`src/rtl/pin_entry_buffer_if.sv`:
```
// Keypad-to-lock bus for the PIN entry buffer.
// The master side is the keypad decoder and lock stage; the slave side is the buffer.
interface pin_entry_buffer_if;
    logic       key_valid;
    logic [3:0] key_code;
    logic [3:0] digit1;
    logic [3:0] digit2;
    logic [3:0] digit3;
    logic [3:0] digit4;
    logic [2:0] count;
    logic       entry_valid;
    logic       entry_error;
    logic       timeout;

    modport master (
        output key_valid, key_code,
        input  digit1, digit2, digit3, digit4, count, entry_valid, entry_error, timeout
    );

    modport slave (
        input  key_valid, key_code,
        output digit1, digit2, digit3, digit4, count, entry_valid, entry_error, timeout
    );
endinterface

```
`src/rtl/pin_entry_buffer.sv`:
```
// PIN entry buffer: collects keypad digits into a 4-digit PIN with backspace,
// clear, enter and an inter-key timeout. All outputs are registered.
//
// state   | meaning
// --------+-----------------------------------------------
// S_IDLE  | no digits buffered (count = 0)
// S_ENTRY | partial entry (count 1..3), timer running
// S_FULL  | 4 digits buffered, not submitted, timer running
// S_DONE  | submitted, digits held for the lock stage
module pin_entry_buffer #(
    parameter int TIMEOUT_CYCLES = 1000
) (
    input  logic               clk,
    input  logic               reset,
    pin_entry_buffer_if.slave  bus
);
    localparam int TW = $clog2(TIMEOUT_CYCLES + 1);
    localparam logic [TW-1:0] C_TIMER_LAST = TW'(TIMEOUT_CYCLES - 1);

    typedef enum logic [1:0] {S_IDLE, S_ENTRY, S_FULL, S_DONE} state_t;

    state_t          r_state,  w_state;
    logic [3:0][3:0] r_digits, w_digits;
    logic [2:0]      r_count,  w_count;
    logic [TW-1:0]   r_timer,  w_timer;
    logic            r_valid,  w_valid;
    logic            r_error,  w_error;
    logic            r_tmo,    w_tmo;

    logic            w_key_acc;
    logic [1:0]      w_bs_pos;

    // Reserved codes 0xD-0xF are not keys at all: they neither act nor restart the timer.
    assign w_key_acc = bus.key_valid && (bus.key_code <= 4'hC);
    // Last filled position; count=4 wraps the 2-bit index to 3 as intended.
    assign w_bs_pos  = r_count[1:0] - 2'd1;

    // Register stage with synchronous active-low reset.
    always_ff @(posedge clk) begin
        if (!reset) begin
            r_state  <= S_IDLE;
            r_digits <= '0;
            r_count  <= '0;
            r_timer  <= '0;
            r_valid  <= 1'b0;
            r_error  <= 1'b0;
            r_tmo    <= 1'b0;
        end else begin
            r_state  <= w_state;
            r_digits <= w_digits;
            r_count  <= w_count;
            r_timer  <= w_timer;
            r_valid  <= w_valid;
            r_error  <= w_error;
            r_tmo    <= w_tmo;
        end
    end

    // Next-state, buffer update, timer and pulse decode.
    always_comb begin
        w_state  = r_state;
        w_digits = r_digits;
        w_count  = r_count;
        w_timer  = r_timer;
        w_valid  = 1'b0;
        w_error  = 1'b0;
        w_tmo    = 1'b0;

        if (w_key_acc) begin
            // An accepted key always wins over a coincident timer expiry.
            w_timer = '0;
            if (bus.key_code <= 4'h9) begin
                case (r_state)
                    S_IDLE, S_ENTRY: begin
                        w_digits[r_count[1:0]] = bus.key_code;
                        w_count = r_count + 3'd1;
                        w_state = (r_count == 3'd3) ? S_FULL : S_ENTRY;
                    end
                    S_DONE: begin
                        w_digits    = '0;
                        w_digits[0] = bus.key_code;
                        w_count     = 3'd1;
                        w_state     = S_ENTRY;
                    end
                    default: ;
                endcase
            end else if (bus.key_code == 4'hA) begin
                case (r_state)
                    S_ENTRY, S_FULL: begin
                        w_digits[w_bs_pos] = 4'h0;
                        w_count = r_count - 3'd1;
                        w_state = (r_count == 3'd1) ? S_IDLE : S_ENTRY;
                    end
                    S_DONE: begin
                        w_digits = '0;
                        w_count  = '0;
                        w_state  = S_IDLE;
                    end
                    default: ;
                endcase
            end else if (bus.key_code == 4'hB) begin
                w_digits = '0;
                w_count  = '0;
                w_state  = S_IDLE;
            end else begin
                if (r_state == S_FULL || r_state == S_DONE) begin
                    w_valid = 1'b1;
                    w_state = S_DONE;
                end else begin
                    w_error  = 1'b1;
                    w_digits = '0;
                    w_count  = '0;
                    w_state  = S_IDLE;
                end
            end
        end else if (r_state == S_ENTRY || r_state == S_FULL) begin
            if (r_timer == C_TIMER_LAST) begin
                w_tmo    = 1'b1;
                w_digits = '0;
                w_count  = '0;
                w_timer  = '0;
                w_state  = S_IDLE;
            end else begin
                w_timer = r_timer + TW'(1);
            end
        end else begin
            w_timer = '0;
        end
    end

    assign bus.digit1      = r_digits[0];
    assign bus.digit2      = r_digits[1];
    assign bus.digit3      = r_digits[2];
    assign bus.digit4      = r_digits[3];
    assign bus.count       = r_count;
    assign bus.entry_valid = r_valid;
    assign bus.entry_error = r_error;
    assign bus.timeout     = r_tmo;
endmodule

```
`src/flat_wrapper.sv`:
```
// flat-port wrapper written by rule: the top's interface ports become plain ports
module pin_entry_buffer_flat 
#(
    parameter int TIMEOUT_CYCLES = 1000
)
  (clk, reset, bus_key_valid, bus_key_code, bus_digit1, bus_digit2, bus_digit3, bus_digit4, bus_count, bus_entry_valid, bus_entry_error, bus_timeout);
  pin_entry_buffer_if bus_i ();
  input  logic clk;
  input  logic reset;
  input wire logic [$bits(bus_i.key_valid)-1:0] bus_key_valid;
  input wire logic [$bits(bus_i.key_code)-1:0] bus_key_code;
  output wire logic [$bits(bus_i.digit1)-1:0] bus_digit1;
  output wire logic [$bits(bus_i.digit2)-1:0] bus_digit2;
  output wire logic [$bits(bus_i.digit3)-1:0] bus_digit3;
  output wire logic [$bits(bus_i.digit4)-1:0] bus_digit4;
  output wire logic [$bits(bus_i.count)-1:0] bus_count;
  output wire logic [$bits(bus_i.entry_valid)-1:0] bus_entry_valid;
  output wire logic [$bits(bus_i.entry_error)-1:0] bus_entry_error;
  output wire logic [$bits(bus_i.timeout)-1:0] bus_timeout;
  assign bus_i.key_valid = bus_key_valid;
  assign bus_i.key_code = bus_key_code;
  assign bus_digit1 = bus_i.digit1;
  assign bus_digit2 = bus_i.digit2;
  assign bus_digit3 = bus_i.digit3;
  assign bus_digit4 = bus_i.digit4;
  assign bus_count = bus_i.count;
  assign bus_entry_valid = bus_i.entry_valid;
  assign bus_entry_error = bus_i.entry_error;
  assign bus_timeout = bus_i.timeout;
  pin_entry_buffer #(.TIMEOUT_CYCLES(TIMEOUT_CYCLES)) u_core (.clk(clk), .reset(reset), .bus(bus_i));
endmodule
```
`config.mk`:
```
export PLATFORM = sky130hd
export DESIGN_NAME = pin_entry_buffer_flat
export DESIGN_NICKNAME = d
export VERILOG_FILES = /design/src/rtl/pin_entry_buffer_if.sv /design/src/rtl/pin_entry_buffer.sv /design/src/flat_wrapper.sv
export SDC_FILE = /design/constraint.sdc
export NUM_CORES = 1
export LEC_CHECK = 0
export CAP_MARGIN = 20
export CELL_PAD_IN_SITES_DETAIL_PLACEMENT = 1
export CELL_PAD_IN_SITES_GLOBAL_PLACEMENT = 1
export CORE_MARGIN = 3
export CORE_UTILIZATION = 25
export CTS_BUF_LIST = sky130_fd_sc_hd__clkbuf_2 sky130_fd_sc_hd__clkbuf_4 sky130_fd_sc_hd__clkbuf_8
export DETAILED_ROUTE_END_ITERATION = 7
export PLACE_DENSITY = 0.54
export SYNTH_ARGS = -nofsm -noshare
export SYNTH_HDL_FRONTEND = slang
export SYNTH_SLANG_ARGS = --single-unit
```
`constraint.sdc`:
```
create_clock -name clk -period 4.4 [get_ports clk]
set_clock_uncertainty 0.2 [all_clocks]
set_input_delay 0.44 -clock clk [delete_from_list [all_inputs] [get_ports clk]]
set_output_delay 0.44 -clock clk [all_outputs]
set_load 0.005 [all_outputs]
```
# After elaboration in Yosys (flattened, before gate mapping)
# Index checks and enable logic that the tools add are counted.
# totals
regBits	34
latch_bits	0
ram_bits	0
mem_bits_ro	0
inputBits	7
word_cells	88
n_memories	0
# op_classes
n_addsub	4
mul	0
div_mod_pow	0
n_lt_le_gt_ge	6
n_eq_ne	11
shift	0
muxes	37
n_bitwise	5
reduce_logical	15
# ops
op	count
16-bit 2-to-1 mux	7
16-bit one-hot mux with 2 select lines	2
3-bit 2-to-1 mux	7
16-bit AND	1
16-bit bitwise mux	1
4-bit demux with 2-bit select	2
2-bit 2-to-1 mux	8
16-bit inverter	1
3-bit one-hot mux with 2 select lines	2
10-bit by 1-bit adder with 10-bit output, second input constant	1
10-bit equality test, second input constant	1
5-bit inequality test, second input constant	2
4-bit equality test, second input constant	2
4-bit <= comparator, second input constant	2
4-bit 2-to-1 mux	2
2-bit one-hot mux with 2 select lines	2
2-bit by 3-bit less-than comparator with 1-bit output, second input constant	2
5-bit AND reduction	1
5-bit OR reduction	1
2-bit equality test, second input constant	2
2-bit by 1-bit greater-or-equal comparator with 1-bit output, second input constant	2
1-bit 2-to-1 mux	4
4-bit inequality test, second input constant	1
4-bit AND reduction	1
14 further kinds	21

# Longest topological paths before layout
# Gate-level depths: netlist (run 1).
# depth
word_depth	11
depth_mapped	8
mapped_depth_nobuf	7

# Least setup slack after synthesis (run 1)
# OpenSTA, ideal clock, no wires.
# synth_timing
kind	reg-to-reg
from	register u_core.r_timer[0]
to	register u_core.r_count[1] (netlist: u_core.bus.count[1])
setup_ns	0.116
arrival_ns	1.773
required_time_ns	4.084
slack_ns	2.311
path_stages_with_launch	8
n_path_buf	1
synth_period_minus_slack_ns	2.089
cell_sequence	dfxtp_1 > ha_1 > and4b_1 > nand4_2 > a211oi_4 > buf_6 > nor3_1 > a31o_2
# synth_via
elab_chain_cells	3
# synth_lines
item	line	rtl
start, declared	pin_entry_buffer.sv:25	logic [TW-1:0] r_timer, w_timer;
start signal, assigned	pin_entry_buffer.sv:52	r_timer <= w_timer;
10-bit equality test	pin_entry_buffer.sv:117	if (r_timer == C_TIMER_LAST) begin
2-bit nonzero test (no source line)	--	
5-bit AND reduction (no source line)	--	
end signal, assigned	pin_entry_buffer.sv:51	r_count <= w_count;
end, declared	pin_entry_buffer.sv:24	logic [2:0] r_count, w_count;
# No other way between the ends.
# A chain may end at the register's enable or synchronous reset.

# Worst setup path in the final report (run 1)
# layout_timing
from	input bus_key_code[1]
to	register u_core.r_digits (netlist bit u_core.bus.digit2[2])
# layout_via
elab_chain_cells	5
# layout_lines
item	line	rtl
start, declared	flat_wrapper.sv:11	input wire logic [$bits(bus_i.key_code)-1:0] bus_key_code;
branches (longest 5 deep; another with 4-bit <= comparator)	--	
end signal, assigned	pin_entry_buffer.sv:50	r_digits <= w_digits;
end, declared	pin_entry_buffer.sv:23	logic [3:0][3:0] r_digits, w_digits;
# Parallel ways; which one is timed is not known.

==> metrics, run 1 <==
Multi-input gate area=0.00113 sq mm; Worst Hold Class=flip-flop to flip-flop; cells after synthesis=211; mean post-synth cell area=8.97 sq um; Net Switching=0.182 mW; fin crit period=2.88 ns; Inserted Clock Buffers=5; Final period util=65.4%; post-DP HPWL=3750 um; post-synthesis net count=229; total number of vias=1,675; DR vias/cell=4.94; clock sink count=34; die area=0.00865 sq mm; outcome=finished, final reports clean; CORE AREA=0.00729 sq mm; NumNets Final=257; Setup Total Neg Slack=0 ns; Post-CTS Setup Bufs=0; chip width=93.0 um; fin worst setup slack=1.52 ns; Antenna Cells=0; P&R area growth vs syn=25.2%; buffer depth of the longest clock path=2; register area=681 sq um; total power draw=0.698 mW; synthesized area=0.00189 sq mm; H-Tree Depth=2; EDFF count, synth=0; Crit Path Class=primary input to flip-flop; Fill cells=873; # resized after CTS=0; area leader, netlist=dfxtp_1; hold_buf cts=0; initial DRC count=55; sequential share of power=45.7%; RD Place Congestion=0.734; grt ovf=0; Worst EP required=4.37 ns; gr usage total=13.0%; Power Dens Cells=295 mW/mm^2; Avg WL per Cell=15.7 um; fraction of power consumed by the clock network=41.5%; DRT antenna net count=0; drt first pass iters=4; PortBufs=28; met3 Use GR=3.46%; Final Non-Filler Cells=339; # IOs=29; Final Hold Vio Count=0; unrepaired setup endpoints after global routing=no; layout cells sized above 1=9.58%; switching share of power=26.1%; flops & latches, synth=34; GRT met2 Usage=19.5%; worst path arrival time=2.85 ns; setup violators final=0; Leakage=0.859 nW; first-pass GRT wire length=8850 um; worst skew pair latency=0.29 ns; Max-cap violations=0; fin. max-slew vios=0; FFs w/ async S/R, synth=0%; drt total wl=5330 um; Yosys warnings=0; Main synth FF type=dfxtp_1; row cnt=31; initial antenna violation count=0; Crit. End Element=flip-flop; largest cells by area after synthesis=dfxtp_1, ha_1, mux2i_1; register area share after synthesis=36.0%; Logic pwr share=12.9%; Cells after DPL=331; largest net degree at the start of global routing=18; crit path max fanout=16; clock-pin slew on the worst setup and hold paths=0.07 ns; vias in the first global route=1,741; DRC=0; Internal=0.516 mW; GR Util met1=17.9%; CTS Root Cell=clkbuf_8; Worst Setup Start Kind=primary input; Slew HR=43.9%; pre-CTS setup slack=1.24 ns; TritonCTS clock tree=built; busiest grt layer=met2; Yosys cell types=48; Max Fclk=347 MHz; Worst Tran Pin Value=0.839 ns; Synth top area share=36.0%; Worst VDD drop=0.0000964 V; initial core utilization=26.0%; Chip Height=93.0 um
[flip-flops by register name (all words and copies together), names as in the netlist]
| register | count |
|---|---|
| u_core.bus.digit1 | 4 |
| u_core.r_timer | 10 |
| u_core.bus.entry_error | 1 |
| u_core.bus.entry_valid | 1 |
| u_core.r_state | 2 |
| u_core.bus.digit4 | 4 |
| u_core.bus.digit2 | 4 |
| u_core.bus.timeout | 1 |
| u_core.bus.digit3 | 4 |
| u_core.bus.count | 3 |
[cells in the final DEF, fill, tap and decap left out, types with 2 or more instances in the layout]
cell type / count
nand2_1: 34
dfxtp_1: 34
clkdlybuf4s50_1: 28
nor2_1: 16
mux2i_1: 13
a32o_1: 12
ha_1: 11
nor3_1: 7
nand3_1: 7
inv_1: 6
a21oi_1: 6
xor2_1: 6
clkbuf_8: 5
o211ai_1: 3
and3_1: 3
o21ai_2: 3
xnor2_1: 3
a311oi_1: 3
buf_4: 3
o21a_1: 2
o21ai_0: 2
a32oi_1: 2
a31oi_1: 2
a22oi_1: 2
o31ai_1: 2
clkinv_2: 2
[layer usage]
| layer | vias up | part of all wire [%] |
|---|---|---|
| li1 | 827 | - |
| met1 | 816 | 50 |
| met2 | 23 | 46 |
| met3 | 9 | 3.1 |
| met4 | 0 | 1.4 |
| met5 | - | 0 |
[synth_stat cells (all sizes together) (4+ instances only)]
library cell  instances
clkbuf                5
a21oi                 7
buf                   5
nand2                34
a311oi                4
o21ai                 5
nor2                 17
mux2i                13
a32o                 12
ha                   11
xor2                  6
nand3                 7
inv                   6
nor3                  7
dfxtp                34
[power by group through the flow]
| stage | Combinational [mW] | Clock (mW) | Sequential, mW |
|---|---|---|---|
| 2_1_floorplan | 0.0601 | 0 | 0.325 |
| 3_3_place_gp | 0.0898 | 0 | 0.326 |
| 3_5_place_dp | 0.0906 | 0 | 0.326 |
| 4_1_cts | 0.0910 | 0.299 | 0.319 |
| 5_1_grt | 0.0993 | 0.315 | 0.320 |
| 6_report | 0.0900 | 0.289 | 0.319 |
[worst paths after layout]
| path | cells after the start | endpoint | startpoint | slack (ns) |
|---|---|---|---|---|
| worst min register to register | 1 | u_core.r_timer[0] | u_core.r_timer[0] | 0.26 |
| worst min-delay path | 1 | u_core.r_timer[0] | u_core.r_timer[0] | 0.26 |
| worst max register to register | 6 | u_core.bus.digit2[2] | u_core.r_state[1] | 1.78 |
| worst max-delay path | 6 | u_core.bus.digit2[2] | bus_key_code[1] | 1.52 |
[worst max-delay path: stages]
cell and delay [ns]:
clkdlybuf4s50_1 0.65, o211ai_1 0.33, nand2_1 0.20, a211oi_4 0.78, o21ai_2 0.26, mux2i_1 0.18
[logic make-up after synthesis]
group	share of synthesized area, %
adders and majority gates	7.27
AOI/OAI and AO/OA	20.7
xor gates and xnor gates	4.16
buffers and inverters	4.49
and+or+nand+nor	20.6
muxes	6.87
DFF	36.0
[per-stage QoR]
step	hold WS, ns	cell area (sq um)	utilization [%]
after floorplan	0.226	1890	-
after detailed placement	0.252	2260	31.0
after global routing	0.298	2370	32.5
after global placement	0.246	2260	31.0
final	0.260	2370	32.5
after CTS	0.270	2370	32.5
[final cells by class]
type,count,area share [%]
clock buffers,5,2.90
inverters,7,1.11
multi-input cells,160,47.6
repair buffers,31,12.8
flip-flops and latches,34,28.7
clock inverters,3,1.69
well taps,99,5.23
No activity file was read; power rests on OpenSTA's default activity.
==> run 2, diff against run 1 <==
PLACE_DENSITY = 0.56   (was 0.54)
clock period = 2.6 ns   (was 4.4 ns; I/O delays follow)
==> run 2 against run 1 <==
  * Critical path depth up 1
  * Non-clock buffer count grew 19
  * Die area stayed put
  * Final cell count rose by 5.6%
  * Sequential share of layout area fell by 1.6 points
  * Via count grew 4.3%
  * Cell area rose by 6.0%
  * Utilization grew 1.9 points
  * Critical path type unchanged
==> metrics, run 2 (synthesis results as in run 1) <==
Reg-to-Reg Start=u_core.r_state[1] (unchanged); drt first pass iters=4 (unchanged); Crit path largest cell delay=0.59 ns (was 0.78 ns); gr usage total=13.1% (was 13.0%); die area=0.00865 sq mm (unchanged); worst path arrival time=2.15 ns (was 2.85 ns); largest net degree at the start of global routing=17 (was 18); CP Buf/Inv Count=2 (was 1); Internal=0.833 mW (was 0.516 mW); P&R area growth vs syn=32.7% (was 25.2%); Logic pwr share=15.2% (was 12.9%); switching share of power=27.0% (was 26.1%); CTS Root Cell=clkbuf_8 (unchanged); CP delay by family, top=buffers and inverters (was compound AO/OA/AOI/OAI gates); cells on worst reg2reg path=7 (was 6); CORE AREA=0.00729 sq mm (unchanged); DR vias/cell=4.88 (was 4.94); H-Tree Depth=2 (unchanged); row cnt=31 (unchanged); drt total wl=5360 um (was 5330 um); Inserted Clock Buffers=5 (unchanged); Worst EP required=2.62 ns (was 4.37 ns); most frequent cells in the layout=nand2_1, dfxtp_1, clkdlybuf4s50_1, buf_4, nor2_1 (was nand2_1, dfxtp_1, clkdlybuf4s50_1, nor2_1, mux2i_1); Antenna Cells=0 (unchanged); Net Switching=0.308 mW (was 0.182 mW); setup violators final=0 (unchanged); buffer depth of the longest clock path=2 (unchanged); Worst VDD drop=0.000163 V (was 0.0000964 V); NumNets Final=276 (was 257); fin crit period=2.13 ns; Worst Setup Start Kind=primary input (unchanged); Largest register FFs=10 (unchanged); PortBufs=28 (unchanged); post-DP HPWL=3960 um (was 3750 um); Reg with most FFs=u_core.r_timer (unchanged); Crit Path Class=primary input to flip-flop (unchanged); Crit. End Element=flip-flop (unchanged); Post-CTS Setup Bufs=0 (unchanged); critical-path cell list=clkdlybuf4s50_1 -> or4bb_1 -> o22ai_2 -> a211oi_4 -> buf_12 -> o21ai_2 -> mux2i_1 (was clkdlybuf4s50_1 -> o211ai_1 -> nand2_1 -> a211oi_4 -> o21ai_2 -> mux2i_1); DRT antenna net count=0 (unchanged); vias in the first global route=1,766 (was 1,741); # IOs=29 (unchanged); first-pass GRT wire length=8860 um (was 8850 um); Leakage=0.952 nW (was 0.859 nW); clock-pin slew on the worst setup and hold paths=0.07 ns (about the same); RR Endpoint=u_core.bus.digit1[2] (was u_core.bus.digit2[2]); Final Non-Filler Cells=358 (was 339); layout cells sized above 1=16.2% (was 9.58%); crit path max fanout=16 (unchanged); initial antenna violation count=0 (unchanged); # resized after CTS=0 (unchanged); Power Dens Cells=454 mW/mm^2 (was 295 mW/mm^2); Slowest cell on crit path=clkdlybuf4s50_1 (was a211oi_4); Setup Total Neg Slack=0 ns (unchanged); hold path depth=1 (unchanged); crit path launch=bus_key_code[1] (unchanged); fin. max-slew vios=0 (unchanged); fin worst setup slack=0.472 ns (was 1.52 ns); fraction of power consumed by the clock network=37.4% (was 41.5%); chip width=93.0 um (unchanged); Cells after DPL=350 (was 331); Worst Tran Pin Value=0.462 ns (was 0.839 ns); Slew HR=69.1% (was 43.9%); r2r setup slk=0.56 ns (was 1.78 ns); Avg WL per Cell=15.0 um (was 15.7 um); initial core utilization=26.0% (unchanged); grt ovf=0 (unchanged); total power draw=1.14 mW (was 0.698 mW); Fill cells=886 (was 873); stages on the worst setup path=7 (was 6); hold_buf cts=0 (unchanged); worst skew pair latency=0.29 ns (about the same); unrepaired setup endpoints after global routing=no (unchanged); Max-cap violations=0 (unchanged); Final period util=81.9%; Hold EP=u_core.r_timer[0] (unchanged); pre-CTS setup slack=0.192 ns (was 1.24 ns); Worst Hold Class=flip-flop to flip-flop (unchanged); Max Fclk=470 MHz; Final Hold Vio Count=0 (unchanged); outcome=finished, final reports clean (unchanged); initial DRC count=56 (was 55); Worst Hold Launch=u_core.r_timer[0] (unchanged); total number of vias=1,747 (was 1,675); sequential share of power=47.4% (was 45.7%); Chip Height=93.0 um (unchanged); RD Place Congestion=0.781 (was 0.734); TritonCTS clock tree=built (unchanged); DRC=0 (unchanged); clock sink count=34 (unchanged)
==> run 2: cell types whose count changed in the layout (fill, tap and decap cells not counted) <==
cell / delta
buf_12: +1
bufinv_16: -1
clkinv_2: -1
clkbuf_8: +1
buf_4: +18
clkbuf_4: +1
==> run 2: how the worst max path moves through the flow <==
| stage | slack (ns) | to |
|---|---|---|
| after floorplan | 0.51 | u_core.bus.count[1] |
| after global placement | 0.24 | u_core.bus.digit4[0] |
| after detailed placement | 0.19 | u_core.bus.digit2[2] |
| after CTS | 0.48 | u_core.bus.digit2[2] |
| after global routing | 0.33 | u_core.bus.digit2[3] |
| final | 0.47 | u_core.bus.digit3[1] |
==> run 2: worst register-to-register path: cells and delay by family, from the launching register on <==
kind | cells | cell delay, ns
and+or+nand+nor | 1 | 0.14
buffers and inverters | 2 | 0.26
DFF | 1 | 0.42
AOI/OAI and AO/OA | 3 | 0.61
adders and majority gates | 1 | 0.33
==> run 2: final cells by class <==
| class | instances | area (sq um) | share of cell area (%) |
|---|---|---|---|
| sequential | 34 | 681 | 27.1 |
| inverter | 7 | 26.3 | 1.05 |
| clock inverter | 1 | 5.00 | 0.199 |
| clock buffer | 7 | 90.1 | 3.59 |
| timing repair buffer | 50 | 458 | 18.2 |
| tap | 99 | 124 | 4.93 |
| multi-input combinational | 160 | 1130 | 44.9 |
==> run 2: stage by stage <==
step / cell area (sq um) / hold slack, ns / utilization (%)
6_report: 2510 / 0.272 / 34.4
5_1_grt: 2510 / 0.305 / 34.4
4_1_cts: 2510 / 0.286 / 34.4
3_5_place_dp: 2420 / 0.268 / 33.1
3_3_place_gp: 2420 / 0.245 / 33.1
2_1_floorplan: 1890 / 0.226 / -
==> run 2: power groups by stage <==
stage	logic (mW)	registers [mW]	clock network [mW]
after global routing	0.190	0.542	0.470
final	0.173	0.540	0.427
after detailed placement	0.175	0.553	0
after floorplan	0.102	0.550	0
after global placement	0.174	0.553	0
after CTS	0.175	0.540	0.441
==> run 2: routing by layer <==
metal	up-vias	share of wire, %	track usage (%)
met1	846	49	17.1
met2	33	45	20.3
met4	0	1.2	4.76
met5	-	0	0
li1	860	-	-
met3	8	4.5	3.78
==> run 3, diff against run 2 <==
clock period = 1.75 ns   (was 2.6 ns; I/O delays follow)
==> run 3 against run 2 <==
  * The run now ends with setup timing left
  * Combinational power up 100%
  * Utilization grew 5.9 points
  * Power grew 57%
  * Critical endpoint is now u_core.bus.count[1]
==> metrics, run 3 (synthesis results as in run 1) <==
Avg WL per Cell=15.0 um (about the same); fraction of power consumed by the clock network=35.8% (was 37.4%); Worst VDD drop=0.000204 V (was 0.000163 V); unrepaired setup endpoints after global routing=yes (was no); H-Tree Depth=2 (unchanged); drt total wl=5910 um (was 5360 um); Leakage=1.17 nW (was 0.952 nW); vias in the first global route=2,008 (was 1,766); row cnt=31 (unchanged); switching share of power=27.5% (was 27.0%); largest net degree at the start of global routing=17 (unchanged); PortBufs=28 (unchanged); worst path arrival time=1.95 ns (was 2.15 ns); DRT antenna net count=0 (unchanged); first-pass GRT wire length=9860 um (was 8860 um); buffer depth of the longest clock path=2 (unchanged); layout cells sized above 1=33.6% (was 16.2%); Crit. End Element=flip-flop (unchanged); Internal=1.30 mW (was 0.833 mW); die area=0.00865 sq mm (unchanged); CORE AREA=0.00729 sq mm (unchanged); total number of vias=1,877 (was 1,747); post-DP HPWL=4420 um (was 3960 um); chip width=93.0 um (unchanged); worst skew pair latency=0.29 ns (about the same); Antenna Cells=0 (unchanged); Fill cells=883 (was 886); initial core utilization=26.0% (unchanged); fin crit period=1.96 ns; fin. max-slew vios=0 (unchanged); grt ovf=0 (unchanged); Placed Area=0.00267 sq mm (was 0.00242 sq mm); sequential share of power=44.8% (was 47.4%); fin worst setup slack=-0.210 ns (was 0.472 ns); NumNets Final=312 (was 276); outcome=complete, but fails checks (was finished, final reports clean); final instance area=0.00294 sq mm (was 0.00251 sq mm); # IOs=29 (unchanged); Worst Hold Class=flip-flop to flip-flop (unchanged); hold_buf cts=0 (unchanged); clock-pin slew on the worst setup and hold paths=0.07 ns (about the same); clock sink count=34 (unchanged); commonest non-fill, non-tap cell in the layout=buf_4; Chip Height=93.0 um (unchanged); Final Hold Vio Count=0 (unchanged); most frequent cells in the layout=buf_4, nand2_1, dfxtp_1, clkdlybuf4s50_1, nor2_1 (was nand2_1, dfxtp_1, clkdlybuf4s50_1, buf_4, nor2_1); Crit Path Class=flip-flop to flip-flop (was primary input to flip-flop); DRC=0 (unchanged); setup violators final=20 (was 0); Final period util=112%; Worst Setup Start Kind=flip-flop (was primary input); total power draw=1.79 mW (was 1.14 mW); Worst EP required=1.74 ns (was 2.62 ns); Max Fclk=510 MHz; drt first pass iters=4 (unchanged); Max-cap violations=0 (unchanged); Logic pwr share=19.3% (was 15.2%); RD Place Congestion=0.754 (was 0.781); Inserted Clock Buffers=5 (unchanged); Worst Tran Pin Value=0.314 ns (was 0.462 ns); gr usage total=14.4% (was 13.1%); Reg with most FFs=u_core.r_timer (unchanged); pre-CTS setup slack=-0.839 ns (was 0.192 ns); TritonCTS clock tree=built (unchanged); crit path max fanout=3 (was 16); P&R area growth vs syn=55.5% (was 32.7%); CTS Root Cell=clkbuf_8 (unchanged); initial antenna violation count=0 (unchanged); Slew HR=78.9% (was 69.1%); failing checks=setup timing; DR vias/cell=4.76 (was 4.88); initial DRC count=57 (was 56); Net Switching=0.493 mW (was 0.308 mW); Power Dens Cells=607 mW/mm^2 (was 454 mW/mm^2); Largest register FFs=10 (unchanged)
==> run 3: cell count changes in the layout (fill, tap and decap cells not counted), sizes merged <==
| cell | delta |
|---|---|
| clkdlybuf4s50 | -4 |
| clkdlybuf4s15 | +2 |
| buf | +36 |
| dlygate4sd2 | +2 |
==> run 3: power by group through the flow <==
stage	clock, mW	sequential [mW]	combinational, mW
2_1_floorplan	0	0.819	0.159
3_3_place_gp	0	0.819	0.297
3_5_place_dp	0	0.819	0.299
4_1_cts	0.668	0.802	0.344
5_1_grt	0.700	0.805	0.377
6_report	0.640	0.802	0.346
==> run 3: repair_timing <==
item / in CTS / in global routing
buffers inserted: 6 / 1
cloned: 0 / 0
resized for setup: 32 / 4
endpoints found under the setup margin: 21 / 22
pin swaps: 12 / 2
==> run 3: path summary, 6_finish.rpt <==
| check | start | end | slack [ns] | depth (start not counted) |
|---|---|---|---|---|
| worst max register to register | u_core.r_timer[1] | u_core.bus.count[1] | -0.21 | 8 |
| worst max-delay path | u_core.r_timer[1] | u_core.bus.count[1] | -0.21 | 8 |
| worst min-delay path | u_core.bus.digit3[1] | u_core.bus.digit3[1] | 0.28 | 2 |
| worst min register to register | u_core.bus.digit3[1] | u_core.bus.digit3[1] | 0.28 | 2 |
==> run 3: layout make-up <==
cell class | instances | area [sq um] | share of cell area (%)
repair buffers | 86 | 746 | 25.3
clock buffers | 7 | 90.1 | 3.06
multi-input cells | 160 | 1270 | 43.1
clock inverters | 1 | 5.00 | 0.170
inverters | 7 | 26.3 | 0.892
flip-flops and latches | 34 | 686 | 23.3
well taps | 99 | 124 | 4.21
==> run 3: routing by layer <==
layer,global-route usage (%),vias to the layer above,wire length (um),share of wire (%)
li1,-,930,-,-
met1,17.6,919,2720,46
met2,25.0,22,2950,50
met3,2.82,6,151,2.6
met4,4.76,0,84,1.4
met5,0,-,0,0
==> run 3: worst max-delay path, cell delays in order, from the launching register on <==
cell and delay [ns]:
dfxtp_2 0.35, ha_4 0.14, and4b_2 0.25, nand4_4 0.10, a211oi_4 0.32, buf_6 0.17, buf_6 0.09, nor3_2 0.03
a31o_2 0.20
==> run 3: stage by stage <==
stage | TNS (ns) | util, % | hold WS [ns] | instances
global placement | -16.65 | 36.7 | 0.271 | 379
floorplan | -1.33 | - | 0.228 | 211
CTS | -3.28 | 40.1 | 0.289 | 393
detailed placement | -17.66 | 36.7 | 0.276 | 379
global route | -4.66 | 40.4 | 0.311 | 394
finish | -2.59 | 40.4 | 0.284 | 394
